--- config.mk ---
export PLATFORM = sky130hd
export DESIGN_NAME = fetch_sequencer
export DESIGN_NICKNAME = d
export VERILOG_FILES = /design/src/rtl/fetch_sequencer.sv
export SDC_FILE = /design/constraint.sdc
export NUM_CORES = 1
export LEC_CHECK = 0
export CAP_MARGIN = 20
export CORE_ASPECT_RATIO = 0.7
export CORE_UTILIZATION = 47
export DETAILED_ROUTE_END_ITERATION = 16
export GPL_ROUTABILITY_DRIVEN = 1
export PLACE_DENSITY = 0.94
export SLEW_MARGIN = 40
export SYNTH_ARGS = -nofsm -noshare
export SYNTH_HDL_FRONTEND = slang
export SYNTH_SLANG_ARGS = --single-unit
--- constraint.sdc ---
create_clock -name clk -period 2.7 [get_ports clk]
set_input_delay 0.54 -clock clk [delete_from_list [all_inputs] [get_ports clk]]
set_output_delay 0.54 -clock clk [all_outputs]
set_load 0.01 [all_outputs]
--- src/rtl/fetch_sequencer.sv ---
// ---------------------------------------------------------------------------
// fetch_sequencer
//
// Instruction fetch front end. Holds the program counter and drives the
// instruction memory address and read strobe. It reads one opcode byte,
// plus a second operand byte when the opcode calls for one, and presents
// the assembled instruction to the decoder over a valid/ready handshake.
// Jumps arrive from the decoder as PC loads, and a HALT opcode stops fetching.
//
// Ports:
//   clk           rising-edge clock for all state
//   rst_n         asynchronous active-low reset
//   start         leave IDLE and begin fetching at the current PC
//   iAddr         instruction memory address (always equals pc)
//   FETCH         instruction memory read strobe
//   instr         instruction memory data, valid the cycle after FETCH
//   ir_opcode     opcode of the issued instruction
//   ir_operand    operand byte (8'h00 for 1-byte instructions)
//   ir_valid      issued instruction valid
//   ir_ready      decoder accepts the instruction
//   pc_load       load the PC (jump/branch), highest priority
//   pc_load_addr  new PC value
//   halted        high while in HALT
//   pc            current program counter
// ---------------------------------------------------------------------------
module fetch_sequencer #(
    parameter logic [7:0] RESET_PC     = 8'h00,
    parameter logic [7:0] OPERAND_MASK = 8'h80,
    parameter logic [7:0] HALT_OPCODE  = 8'h00
) (
    input  logic       clk,
    input  logic       rst_n,
    input  logic       start,
    output logic [7:0] iAddr,
    output logic       FETCH,
    input  logic [7:0] instr,
    output logic [7:0] ir_opcode,
    output logic [7:0] ir_operand,
    output logic       ir_valid,
    input  logic       ir_ready,
    input  logic       pc_load,
    input  logic [7:0] pc_load_addr,
    output logic       halted,
    output logic [7:0] pc
);

    typedef enum logic [2:0] {
        IDLE,
        OP_REQ,
        OP_CAP,
        ARG_REQ,
        ARG_CAP,
        ISSUE,
        HALT
    } state_t;

    state_t     state;
    state_t     state_next;
    logic [7:0] pc_next;
    logic [7:0] opcode_next;
    logic [7:0] operand_next;
    logic       valid_next;
    logic       halted_next;

    // The memory strobe is a pure decode of the request states. The address
    // is the PC itself, so the byte returned the following cycle belongs to
    // the PC value held during the request (the PC has already advanced).
    assign FETCH = (state == OP_REQ) || (state == ARG_REQ);
    assign iAddr = pc;

    // State and datapath registers. Reset takes effect immediately and
    // drops any fetch that is in flight.
    always_ff @(posedge clk or negedge rst_n) begin
        if (!rst_n) begin
            state      <= IDLE;
            pc         <= RESET_PC;
            ir_opcode  <= 8'h00;
            ir_operand <= 8'h00;
            ir_valid   <= 1'b0;
            halted     <= 1'b0;
        end else begin
            state      <= state_next;
            pc         <= pc_next;
            ir_opcode  <= opcode_next;
            ir_operand <= operand_next;
            ir_valid   <= valid_next;
            halted     <= halted_next;
        end
    end

    // Next-state and next-datapath logic. Everything holds by default; each
    // state changes only what it owns. A PC load is applied last so that it
    // overrides whatever the current state decided, which discards any byte
    // being captured and any instruction being issued this cycle.
    always_comb begin
        state_next   = state;
        pc_next      = pc;
        opcode_next  = ir_opcode;
        operand_next = ir_operand;
        valid_next   = ir_valid;
        halted_next  = halted;

        case (state)
            IDLE: begin
                if (start) begin
                    state_next = OP_REQ;
                end
            end
            OP_REQ: begin
                pc_next    = pc + 8'd1;
                state_next = OP_CAP;
            end
            OP_CAP: begin
                opcode_next = instr;
                // The halt opcode wins even if it also matches the mask.
                if (instr == HALT_OPCODE) begin
                    halted_next = 1'b1;
                    state_next  = HALT;
                end else if ((instr & OPERAND_MASK) != 8'h00) begin
                    state_next = ARG_REQ;
                end else begin
                    operand_next = 8'h00;
                    valid_next   = 1'b1;
                    state_next   = ISSUE;
                end
            end
            ARG_REQ: begin
                pc_next    = pc + 8'd1;
                state_next = ARG_CAP;
            end
            ARG_CAP: begin
                operand_next = instr;
                valid_next   = 1'b1;
                state_next   = ISSUE;
            end
            ISSUE: begin
                if (ir_ready) begin
                    valid_next = 1'b0;
                    state_next = OP_REQ;
                end
            end
            HALT: begin
                halted_next = 1'b1;
            end
            default: begin
                state_next = IDLE;
            end
        endcase

        if (pc_load) begin
            pc_next     = pc_load_addr;
            valid_next  = 1'b0;
            halted_next = 1'b0;
            state_next  = OP_REQ;
            opcode_next = ir_opcode;
            operand_next = ir_operand;
        end
    end

endmodule

==> results.toml <==
[detailed_routing]
first_pass_iters = 4
vias_per_cell = 5.53
wire_per_inst_um = 16.8
drc = 0
first_iter_violations = 69
vias = 1261
routed_wl_um = 3820
drtAntennaViolNets = 0

[layout]
syn_to_final_growth_pct = 40.6
drive_gt1_share_pct = 13.0
diodes = 0
num-nets-final = 214
final_util_pct = 71.8
final_area_um2 = 2080

[clock_tree]
cts_tree = "done"
clk_pin_slew_ns = 0.06
clock_sinks = 29
cts_setup_buffers = 0
insertion_delay_ns = 0.28
cts_root_buffer = "clkbuf_8"
cts_max_path_buffers = 2
post_cts_resized = 0
cts_made_buffers = 5
htreeDepth = 2
holdBufCountCts = 0

[power]
vdd_drop_max_mv = 0.501
p_int_w = 0.00116
p_switching_w = 0.000531
p_leak_nw = 0.842
powerDensity_nw_per_um2 = 809
total_power_w = 0.00169
netSwitchingFraction_pct = 31.5
clkPwrFrac_pct = 21.0
power_frac_comb_pct = 38.5
seqPwrFrac_pct = 40.5

[worst_setup_path]
cpPeakStageDelay_ns = 0.59
startpoint_type = "flop"
required_ns = 2.16
path_max_fanout = 14
path_cells = "and2b_1 -> clkdlybuf4s50_1"
crit_buf_inv = 1
arrival_ns = 1.73
cp_slowest_cell = "dfrtp_1"
critical_path_class = "reg -> out"
critPathCaptureType = "output pin"
crit_family = "flip-flops"

[synthesis]
syn-num-nets = 162
synth_edf_count = 0
synth-seq-area-share_pct = 48.9
ys_warn_count = 0
synth_top_cell_by_area = "dfrtp_1"
syn_area_um2 = 1480
avgSynthCellArea_um2 = 10.6
synthCells = 140
synth.top_cells.by_area = "dfrtp_1, mux2_2, nand2_1"
synthFlopType = "dfrtp_1"
synth_top_area_share_pct = 48.9
synth_cell_types = 39
ys_seq_elements = 29
async_flop_share_pct = 100

[timing]
slew_headroom_pct = 65.7
max_freq_mhz = 440
worst_slew_pin_slew_ns = 0.501
finClkSkew_ns = 0.00876
rsz0062_at_grt = "no"
hold_ws_ns = 0.512
finalSetupViolCount = 0
period_needed_ns = 2.27
hold_violations = 0
drv_slew = 0
setup_tns_ns = 0
post-route-period-util_pct = 84.1

[global_routing]
grt_max_degree = 30
grt_pass1_wl_um = 6460
grt_pass1_vias = 1309
antenna_found_initial = 0
grt_use_total_pct = 24.7
overflow = 0

[placement]
place_congestion = 0.886
dpl.hpwl_um = 2740
placed_cell_area_um2 = 2000
port_buffers = 55

[worst_hold_path]
hp-class = "reg -> reg"

[job]
cap_violations = 0

[floorplan]
die-area_um2 = 3390
fp.dieH_um = 49.0
initial_core_util_pct = 51.1
row_count = 16
core_um2 = 2900
boundaryPins = 56
die_w_um = 69.1

[run_status]
status = "complete, no violations"
[synthesized netlist by cell type, drive strengths merged, types with 3 or more instances]
cell type	number
o21ai	17
dfrtp	29
a21oi	3
mux2	8
nand3b	3
nor2	5
nand2	23
buf	9
clkbuf	5
nor3	5
nand4	3
xor2	5
[cell type report]
type	instances	area, um^2
fill	190	818
sequential	29	726
multi-input combinational	95	639
timing repair buffer	59	581
clock buffer	7	86.3
tap	36	45.0
inverter	2	7.51
[stage by stage]
| step | setup slack, ns | cells |
|---|---|---|
| 2_1_floorplan | 0.922 | 140 |
| 3_3_place_gp | 0.437 | 221 |
| 3_5_place_dp | 0.336 | 221 |
| 4_1_cts | 0.431 | 228 |
| 5_1_grt | 0.338 | 228 |
| 6_report | 0.429 | 228 |
[registers in the layout (all words and copies together) (netlist names)]
| register | flops |
|---|---|
| iAddr | 8 |
| ir_operand | 8 |
| ir_valid | 1 |
| state | 3 |
| halted | 1 |
| ir_opcode | 8 |
[metal layers]
metal | global-route usage, % | wire length, um | vias to the layer above
li1 | - | - | 586
met1 | 31.4 | 1660 | 607
met2 | 39.5 | 1840 | 56
met3 | 6.82 | 226 | 12
met4 | 11.6 | 97 | 0
met5 | 0 | 0 | -
[cell usage in the layout, fill, tap and decap left out, types with 3 or more instances in the layout]
cell	netlist	layout
clkdlybuf4s50_1	0	55
dfrtp_1	29	29
nand2_1	23	23
o21ai_0	16	16
mux2_2	8	8
clkbuf_8	2	6
nor2_1	5	5
xor2_1	5	5
buf_4	8	4
a21oi_1	3	3
nor3_1	3	3
nand3b_1	3	3
nand4_1	3	3
[worst paths after layout]
check	start	cells past startpoint	slack, ns	end
worst max-delay path	state[0]$_DFFE_PN0P_	2	0.43	FETCH
worst min-delay path	ir_opcode[1]$_DFFE_PN0P_	1	0.51	ir_opcode[1]$_DFFE_PN0P_
worst max register to register	state[0]$_DFFE_PN0P_	4	0.90	ir_operand[4]$_DFFE_PN0P_
worst min register to register	ir_opcode[1]$_DFFE_PN0P_	1	0.51	ir_opcode[1]$_DFFE_PN0P_
max in group asynchronous	rst_n	2	1.78	ir_operand[5]$_DFFE_PN0P_
min in group asynchronous	rst_n	2	0.66	iAddr[2]$_DFFE_PN0P_
[power groups by stage]
stage / registers (W) / clock network, W / logic [W]
finish: 0.000683 / 0.000355 / 0.000649
global route: 0.000704 / 0.000381 / 0.000693
CTS: 0.000683 / 0.000358 / 0.000654
detailed placement: 0.000687 / 0 / 0.000644
global placement: 0.000674 / 0 / 0.000626
floorplan: 0.000718 / 0 / 0.000245
[logic make-up after synthesis]
family / share of synthesized area, %
simple gates: 20.7
xor+xnor: 4.14
compound gates: 10.7
buf+inv: 7.93
fa+ha+maj: 0.844
flops: 48.9
mux: 6.75
Power figures use the tool's default switching activity.
